### src/rtl/mem_stage_ctrl_pkg.sv
// mem_stage_ctrl shared definitions.
// State encodings, width defaults, alignment helper.
package mem_stage_ctrl_pkg;

  localparam int ADDR_W_DEF = 32;
  localparam int DATA_W_DEF = 32;

  localparam logic [1:0] MS_IDLE = 2'd0;
  localparam logic [1:0] MS_REQ  = 2'd1;
  localparam logic [1:0] MS_WAIT = 2'd2;

  function automatic logic word_aligned(
    input logic [1:0] lsb
  );
    return (lsb == 2'b00);
  endfunction

endpackage

### src/rtl/mem_stage_ctrl.sv
// MEM stage: passthrough to WB, or a cache
// access sequenced IDLE -> REQ -> WAIT.
module mem_stage_ctrl
  import mem_stage_ctrl_pkg::*;
#(
  parameter int ADDR_W = ADDR_W_DEF,
  parameter int DATA_W = DATA_W_DEF
) (
  input  logic              clk,
  input  logic              reset,
  input  logic              is_write_in,
  input  logic              is_load_in,
  input  logic              is_store_in,
  input  logic [ADDR_W-1:0] alu_result_in,
  input  logic [DATA_W-1:0] store_data_in,
  input  logic [4:0]        register_d_in,
  output logic              req_valid,
  output logic              req_write,
  output logic [ADDR_W-1:0] req_addr,
  output logic [DATA_W-1:0] req_wdata,
  input  logic              req_ready,
  input  logic              resp_valid,
  input  logic [DATA_W-1:0] resp_rdata,
  output logic              stall_out,
  output logic              align_fault,
  output logic              wb_write_out,
  output logic [4:0]        wb_register_d_out,
  output logic [DATA_W-1:0] wb_data_out
);

  logic [1:0]        r_state;
  logic [1:0]        w_next;
  logic [ADDR_W-1:0] r_addr;
  logic [DATA_W-1:0] r_wdata;
  logic [4:0]        r_rd;
  logic              r_is_write;
  logic              r_is_store;
  logic              r_fault;

  logic w_idle;
  logic w_req;
  logic w_wait;
  logic w_mem_op;
  logic w_aligned;
  logic w_take;
  logic w_fault;
  logic w_done;
  logic w_sel_pass;
  logic w_sel_load;
  logic w_sel_bub;
  logic [DATA_W-1:0] w_alu_wb;

  assign w_idle    = (r_state == MS_IDLE);
  assign w_req     = (r_state == MS_REQ);
  assign w_wait    = (r_state == MS_WAIT);
  assign w_mem_op  = is_load_in | is_store_in;
  assign w_aligned = word_aligned(
    alu_result_in[1:0]);
  assign w_take    = w_idle & w_mem_op
                   & w_aligned;
  assign w_fault   = w_idle & w_mem_op
                   & ~w_aligned;
  assign w_done    = w_wait & resp_valid;
  assign w_alu_wb  = DATA_W'(alu_result_in);

  // Exactly one of these retires each edge.
  assign w_sel_pass = w_idle & ~w_mem_op;
  assign w_sel_load = w_done & ~r_is_store;
  assign w_sel_bub  = ~(w_sel_pass
                      | w_sel_load);

  assign req_valid   = w_req;
  assign req_write   = r_is_store;
  assign req_addr    = r_addr;
  assign req_wdata   = r_wdata;
  assign align_fault = r_fault;
  assign stall_out   = w_take | w_req
                     | (w_wait & ~resp_valid);

  always_comb begin
    w_next = r_state;
    unique case (1'b1)
      w_idle: begin
        if (w_take) w_next = MS_REQ;
      end
      w_req: begin
        if (req_ready) w_next = MS_WAIT;
      end
      w_wait: begin
        if (resp_valid) w_next = MS_IDLE;
      end
      default: w_next = MS_IDLE;
    endcase
  end

  always_ff @(posedge clk or posedge reset) begin
    if (reset) begin
      r_state <= MS_IDLE;
      r_fault <= 1'b0;
    end else begin
      r_state <= w_next;
      r_fault <= w_fault;
    end
  end

  always_ff @(posedge clk or posedge reset) begin
    if (reset) begin
      r_addr     <= '0;
      r_wdata    <= '0;
      r_rd       <= '0;
      r_is_write <= 1'b0;
      r_is_store <= 1'b0;
    end else if (w_take) begin
      r_addr     <= {alu_result_in[ADDR_W-1:2],
                     2'b00};
      r_wdata    <= store_data_in;
      r_rd       <= register_d_in;
      r_is_write <= is_write_in;
      r_is_store <= is_store_in;
    end
  end

  always_ff @(posedge clk or posedge reset) begin
    if (reset) begin
      wb_write_out      <= 1'b0;
      wb_register_d_out <= '0;
      wb_data_out       <= '0;
    end else begin
      unique case (1'b1)
        w_sel_pass: begin
          wb_write_out      <= is_write_in
                             && register_d_in != 5'd0;
          wb_register_d_out <= register_d_in;
          wb_data_out       <= w_alu_wb;
        end
        w_sel_load: begin
          wb_write_out      <= r_is_write
                             && r_rd != 5'd0;
          wb_register_d_out <= r_rd;
          wb_data_out       <= resp_rdata;
        end
        w_sel_bub: begin
          wb_write_out      <= 1'b0;
        end
        default: begin
          wb_write_out      <= 1'b0;
        end
      endcase
    end
  end

endmodule

### config.mk
export PLATFORM = sky130hd
export DESIGN_NAME = mem_stage_ctrl
export DESIGN_NICKNAME = d
export VERILOG_FILES = /design/src/rtl/mem_stage_ctrl_pkg.sv /design/src/rtl/mem_stage_ctrl.sv
export SDC_FILE = /design/constraint.sdc
export NUM_CORES = 1
export LEC_CHECK = 0
export ABC_AREA = 1
export ABC_CLOCK_PERIOD_IN_PS = 3100
export BUFFER_PORTS_ARGS = -buffer_cell sky130_fd_sc_hd__buf_2
export CORE_UTILIZATION = 43
export CTS_CLUSTER_SIZE = 25
export DETAILED_ROUTE_END_ITERATION = 10
export GPL_TIMING_DRIVEN = 0
export PLACE_DENSITY = 0.75
export SLEW_MARGIN = 20
export SYNTH_ARGS = -nofsm -noshare
export SYNTH_HDL_FRONTEND = slang
export SYNTH_SLANG_ARGS = --single-unit
### constraint.sdc
create_clock -name clk -period 3.1 [get_ports clk]
set_input_delay 0.155 -clock clk [delete_from_list [all_inputs] [get_ports clk]]
set_output_delay 0.155 -clock clk [all_outputs]
set_load 0.01 [all_outputs]
======== Word-level counts from Yosys, hierarchy flattened ========
Index checks and enable logic that the tools add are counted.
W data, S select, Z words.
storage, ports and cells
  memories kept ........................... 0
  bits in latches ......................... 0
  word-level logic and storage cells ...... 44
  output and inout bits ................... 106
  ROM bits ................................ 0
  register bits ........................... 110
  memory bits (writable) .................. 0
operators by class
  multiplexer cells ....................... 7
  multipliers ............................. 0
  bitwise gates (word level) .............. 14
  $lt $le $gt $ge ......................... 0
  shifts and indexed selects .............. 0
  div/mod/pow operators ................... 0
  $add $sub $neg .......................... 0
  reduce and logical (&&, ||, !) cells .... 8
  eq/ne operators ......................... 5
operators with widths
  operator              count
  $pmux W32 S2          1
  $pmux W5 S2           1
  $reduce_bool A5 Y1    2
  $and A1 B1 Y1         7
  $mux W2               3
  $pmux W2 S3           1
  $logic_not A2 Y1      2
  $ne A2 B2 Y1 const B  2
  $not A1 Y1            4
  $or A1 B1 Y1          3
  $reduce_and A3 Y1     1
  $eq A2 B1 Y1 const B  1
  $eq A2 B2 Y1 const B  1
  $logic_and A1 B1 Y1   2
  $ne A2 B1 Y1 const B  1
  $pmux W1 S2           1
  $reduce_bool A2 Y1    1

======== Logic depth before layout (Yosys ltp) ========
Gate-level depths: netlist of run 1.
  word-level depth ........................ 5
  gate-level depth with buffers ........... 7

======== Worst setup path after synthesis of run 1 ========
Ideal clock, no wire load.
  path kind ............................... reg2reg
  from .................................... reg r_state[1]
  to ...................................... reg r_addr[25] (netlist: req_addr[25])
  path slack .............................. 1918 ps
  data required time ...................... 2979 ps
  buffers on the path ..................... 2
  clock period less this slack ............ 1182 ps
  stages on the path, launching flop included .. 7
  arrival time ............................ 1061 ps
  library setup time ...................... 121 ps
  path through ............................ dfrtp_1 > nor2_4 > nand3_2 > buf_6 > buf_4 > nand2_1 > o21ai_1
on the way
  longest elaborated chain between the ends .. 3
RTL lines
  what                      RTL line               source
  start: declaration        mem_stage_ctrl.sv:31   logic [1:0] r_state;
  start signal: assignment  mem_stage_ctrl.sv:101  r_state <= w_next;
  $logic_not A2 Y1          mem_stage_ctrl.sv:53   assign w_idle = (r_state == MS_IDLE);
  $and A1 B1 Y1             mem_stage_ctrl.sv:59   assign w_take = w_idle & w_mem_op
  $and A1 B1 Y1             mem_stage_ctrl.sv:60   & w_aligned;
  end signal: assignment    mem_stage_ctrl.sv:114  r_addr <= {alu_result_in[ADDR_W-1:2],
  end: declaration          mem_stage_ctrl.sv:33   logic [ADDR_W-1:0] r_addr;
Every way passes these cells.
A chain may end at the register's enable or synchronous reset.

======== Worst setup path after layout of run 1 ========
  from .................................... reg r_state[1]
  to ...................................... out stall_out
on the way
  longest elaborated chain between the ends .. 5
  elaborated cells on any way between the ends .. 8
  those cells by class .................... eq/ne (2); bitwise (5); reduce/logical (1)
RTL lines
  what              RTL line              source
  $logic_not A2 Y1  mem_stage_ctrl.sv:53
  $and A1 B1 Y1     mem_stage_ctrl.sv:59
  $and A1 B1 Y1     mem_stage_ctrl.sv:60
  $or A1 B1 Y1      mem_stage_ctrl.sv:77  assign stall_out = w_take | w_req
  $or A1 B1 Y1 *    mem_stage_ctrl.sv:78  | (w_wait & ~resp_valid);
  end: declaration  mem_stage_ctrl.sv:24  output logic stall_out,
Mark *: on every way between the ends. The rest lies on a longest branch, timed or not.

==> results.json, run 1 <==
{
  "min_path_cells": 3,
  "row_count": 37,
  "required_ns": 2.94,
  "port_buffers": 211,
  "grt_setup_unrepaired": "false",
  "dp_cells": 887,
  "fin_nets": 896,
  "yosysTopAreaCell": "dfrtp_1",
  "htreeDepth": 3,
  "num_vias": 4602,
  "synth.most_common_cell": "nand2_1",
  "gp_congestion": 0.826,
  "finalCritPeriodShare": 0.589,
  "fin_cells": 930,
  "ys_seq_area_frac": 0.580,
  "io_pins": 214,
  "finalMaxSlewViolations": 0,
  "r2r_slack_ns": 1.67,
  "fmax_mhz": 548,
  "ant_nets": 0,
  "setup_tns_ns": 0,
  "cts_root_buffer": "clkbuf_8",
  "stdcell_area_sq_um": 6500,
  "clk_latency_ns": 0.37,
  "syn_inst": 538,
  "die_y_microns": 107,
  "path_class": "reg -> out",
  "tightest_slew_ns": 0.540,
  "die-area_sq_um": 11500,
  "clock_path_buffers": 2,
  "hp-class": "in -> reg",
  "synth_top_cell_area_share": 0.580,
  "cts_setup_buffers": 0,
  "synth_edf_count": 0,
  "dieWidth_microns": 107,
  "hold_buffers": 26,
  "path_clk_slew_ns": 0.11,
  "via_per_inst": 4.95,
  "p_total_w": 0.00573,
  "max_slew_margin": 0.640,
  "cts_buffers": 9,
  "arrival_ns": 1.67,
  "setup_violations": 0,
  "synthTopCellsByArea": "dfrtp_1 (58%), nand3_1 (12%), nand2_1 (9.1%)",
  "finalWirelength_microns": 13600,
  "grt_max_degree": 59,
  "end_kind": "output pin",
  "postSynthRegisterBits": 110,
  "path_max_fanout": 10,
  "ir_worst_vdd_uv": 424,
  "reg2reg_to": "req_wdata[15]",
  "cts_resized": 0,
  "synthTopCellsByCount": "nand2_1 (115), nand3_1 (113), dfrtp_1 (110)",
  "grt_pass1_vias": 4437,
  "drc": 0,
  "holdPathEnd": "wb_data_out[16]",
  "cp-start-kind": "flop",
  "drv_cap": 0,
  "hold_viol": 0,
  "hpwl_microns": 9700,
  "whs_ns": 0.00800,
  "post_dp_cell_area_sq_um": 6010,
  "postSynthAreaPerCell_sq_um": 8.82,
  "drtIter0Drc": 294,
  "yosys_warnings": 0,
  "async_flop_share": 1.00,
  "grt_overflow": 0,
  "drive_above_1_share": 0.330,
  "firstDrtPassIters": 8,
  "status": "finished, final reports clean",
  "min_period_ns": 1.82,
  "ys_types": 18,
  "antenna_found_initial": 1,
  "cts_sinks": 110,
  "synth-main-ff-cell": "dfrtp_1",
  "cts_tree": "built",
  "start_util": 0.451,
  "min-delay-start": "resp_rdata[16]",
  "synth.cell_area_sq_um": 4740,
  "reg2reg_from": "r_state[1]",
  "coreArea_sq_um": 10500,
  "r2r_cells": 6,
  "grt_pass1_wl_microns": 21700,
  "finalClockSkew_ns": 0.0130,
  "grt_usage": 0.243,
  "power_density_nw_per_um2": 882,
  "leakagePower_nw": 3.69,
  "syn2layout_area_growth_pct": 37.0,
  "wl_per_cell_microns": 14.6
}
## worst max-delay path, stage by stage, from the launching register on
cell and delay, ns:
dfrtp_1 0.44, nor2_4 0.17, nand3_2 0.19, clkbuf_1 0.26, nand3_1 0.11, buf_2 0.15
## stage by stage
step                setup WS, ns   util
floorplan                 0.0427      -
global placement           -1.21  0.568
detailed placement          1.66  0.571
CTS                         1.23  0.618
global route                1.13  0.619
finish                      1.28  0.619
## cell type report
class,instances,area [sq um]
multi-input cells,317,1440
well taps,136,170
clock buffers,10,138
diodes,1,2.50
fillers,951,4010
repair buffers,238,1340
flip-flops and latches,110,2750
inverters,76,290
plain buffers,36,267
clock inverters,6,93.8
## kinds of logic after synthesis
logic type / after synthesis / synth area share
AO/OA/AOI/OAI: 71 / 0.0749
buffers and inverters: 112 / 0.116
flip-flops: 110 / 0.580
other: 1 / 0.000791
AND/OR/NAND/NOR: 244 / 0.228
## report_power, final
part	switching (W)	internal, W
combinational	0.00131	0.000961
sequential	0.000382	0.00210
clock	0.000499	0.000483
## routing by layer
metal,wire [microns],GRT usage
met1,5630,0.320
met2,6760,0.404
met3,795,0.0359
met4,371,0.0930
met5,0,0
## layout by cell type, fill, tap and decap left out, drive strengths merged
cell type / instances
buf: 242
nand2: 116
nand3: 114
dfrtp: 110
inv: 77
o21ai: 70
dlygate4sd3: 26
clkbuf: 16
nor2: 12
conb: 2
bufinv: 2
clkinv: 2
diode: 1
nand3b: 1
nand4: 1
a21oi: 1
clkinvlp: 1
## sequential cells by signal (all words and copies together), names as in the netlist
signal             count
r_is_write             1
req_write              1
req_addr              30
req_wdata             32
wb_register_d_out      5
wb_data_out           32
align_fault            1
r_rd                   5
wb_write_out           1
r_state                2
## worst max-delay path by stage
stage	from	endpoint	slack, ns	cells past startpoint
global route	r_state[1]	stall_out	1.13	5
CTS	r_state[1]	stall_out	1.23	5
floorplan	reset	align_fault	0.04	1
detailed placement	r_state[1]	stall_out	1.66	5
finish	r_state[1]	stall_out	1.28	5
global placement	reset	req_addr[27]	-1.21	2
(Power assumes the default switching activity.)
==> run 2, diff against run 1 <==
--- a/config.mk
+++ b/config.mk
@@ -6,13 +6,13 @@
 export NUM_CORES = 1
 export LEC_CHECK = 0
 export ABC_AREA = 1
-export ABC_CLOCK_PERIOD_IN_PS = 3100
+export ABC_CLOCK_PERIOD_IN_PS = 1800
 export BUFFER_PORTS_ARGS = -buffer_cell sky130_fd_sc_hd__buf_2
-export CORE_UTILIZATION = 43
+export CORE_UTILIZATION = 47
 export CTS_CLUSTER_SIZE = 25
 export DETAILED_ROUTE_END_ITERATION = 10
 export GPL_TIMING_DRIVEN = 0
-export PLACE_DENSITY = 0.75
+export PLACE_DENSITY = 0.78
 export SLEW_MARGIN = 20
 export SYNTH_ARGS = -nofsm -noshare
 export SYNTH_HDL_FRONTEND = slang
==> constraint.sdc (replaced) <==
create_clock -name clk -period 1.8 [get_ports clk]
set_input_delay 0.09 -clock clk [delete_from_list [all_inputs] [get_ports clk]]
set_output_delay 0.09 -clock clk [all_outputs]
set_load 0.01 [all_outputs]
==> results.json, run 2 (synthesis gave the netlist of run 1 again) <==
{
  "port_buffers": 211,
  "path_clk_slew_ns": 0.09,
  "drv_cap": 0,
  "min_path_cells": 4,
  "tightest_slew_ns": 0.520,
  "coreArea_sq_um": 9770,
  "die-area_sq_um": 10500,
  "grt_overflow": 0,
  "dp_cells": 886,
  "reg2reg_to": "wb_data_out[30]",
  "layout_commonest_cell": "buf_2",
  "hp-class": "in -> reg",
  "crit_chain": "nor2_4, buf_2, nand3_1, nand3_1, dlygate4sd3_1",
  "dieWidth_microns": 102,
  "setup_violations": 0,
  "arrival_ns": 2.00,
  "min_period_ns": 1.70,
  "layout_common_cells": "buf_2 (219), nand2_1 (114), nand3_1 (113)",
  "hpwl_microns": 9620,
  "cp-start-kind": "flop",
  "path_common_cell": "nand3_1",
  "cts_root_buffer": "clkbuf_8",
  "fin_nets": 977,
  "whs_ns": 0.0298,
  "critical-path-max-stage-delay_ns": 0.55,
  "io_pins": 214,
  "power_density_nw_per_um2": 1380,
  "leakagePower_nw": 4.04,
  "grt_pass1_vias": 5003,
  "clock_path_buffers": 2,
  "cts_sinks": 110,
  "num_vias": 5047,
  "die_y_microns": 102,
  "ir_worst_vdd_uv": 811,
  "clk_latency_ns": 0.37,
  "syn2layout_area_growth_pct": 54.6,
  "path_max_fanout": 10,
  "row_count": 36,
  "finalCritPeriodShare": 0.944,
  "grt_pass1_wl_microns": 23400,
  "r2r_cells": 5,
  "cp_slowest_cell": "dlygate4sd3_1",
  "via_per_inst": 5.01,
  "end_kind": "flop",
  "path_class": "reg -> reg",
  "holdPathEnd": "r_state[1]",
  "drc": 0,
  "grt_max_degree": 36,
  "grt_setup_unrepaired": "false",
  "antenna_cells": 0,
  "max_slew_margin": 0.653,
  "grt_usage": 0.294,
  "hold_viol": 0,
  "drive_above_1_share": 0.305,
  "r2r_slack_ns": 0.10,
  "crit_start": "r_state[0]",
  "start_util": 0.485,
  "fmax_mhz": 589,
  "ant_nets": 0,
  "finalMaxSlewViolations": 0,
  "cts_buffers": 9,
  "gp_congestion": 0.787,
  "status": "finished, final reports clean",
  "fin_cells": 1007,
  "firstDrtPassIters": 5,
  "finalClockSkew_ns": 0.0121,
  "min-delay-start": "resp_valid",
  "reg2reg_from": "r_state[0]",
  "finalWirelength_microns": 15300,
  "antenna_found_initial": 0,
  "cts_tree": "built",
  "htreeDepth": 3,
  "required_ns": 2.10,
  "wl_per_cell_microns": 15.2,
  "drtIter0Drc": 204
}
==> run 2: cell type report <==
type	instances	area [sq um]
inverter	76	289
buffer	35	269
sequential	110	2750
multi-input combinational	317	1450
timing repair buffer	320	2180
tap	133	166
clock inverter	6	85.1
fill	700	2440
clock buffer	10	138
==> run 2: metrics by stage <==
| step | TNS, ns | utilization | instance area (sq um) | power (W) | worst slack (ns) |
|---|---|---|---|---|---|
| floorplan | 0 | - | 4750 | 0.00638 | 0.381 |
| global placement | -35.02 | 0.611 | 5970 | 0.00801 | -0.324 |
| detailed placement | 0 | 0.617 | 6030 | 0.00821 | 0.402 |
| CTS | 0 | 0.749 | 7320 | 0.0100 | 0.0348 |
| global route | 0 | 0.750 | 7330 | 0.0108 | 0.0145 |
| finish | 0 | 0.750 | 7330 | 0.0101 | 0.101 |
==> run 2: critical path: cells and delay by family, from the launching register on <==
family                 cells  cell delay (ns)
buffers and inverters      2             0.82
DFF                        1             0.46
and+or+nand+nor            3             0.37
==> run 2: how the worst max path moves through the flow <==
stage | slack (ns) | endpoint
after CTS | 0.03 | stall_out
after detailed placement | 0.40 | wb_data_out[15]
after floorplan | 0.38 | align_fault
after global routing | 0.01 | wb_data_out[30]
final | 0.10 | wb_data_out[30]
after global placement | -0.32 | wb_data_out[10]
==> run 2: repair_timing <==
item / 4_1_cts / 5_1_grt
setup endpoints to repair: 0 / 2
endpoints found under the hold margin: 123 / 0
hold buffers: 106 / 0
gates resized for setup: 0 / 7
buffers inserted: 0 / 0
==> run 2: layer usage <==
metal / routed length, microns / share of wire / track usage / up-vias
li1: - / - / - / 2372
met1: 5860 / 0.38 / 0.327 / 2389
met3: 645 / 0.042 / 0.0349 / 64
met2: 8050 / 0.53 / 0.544 / 222
met5: 0 / 0 / 0 / -
met4: 739 / 0.048 / 0.164 / 0
==> run 2: report_power, final <==
part           total [W]  switching, W  internal, W
combinational    0.00419       0.00240      0.00180
sequential       0.00426      0.000654      0.00361
clock            0.00164      0.000821     0.000817
total             0.0101       0.00387      0.00622
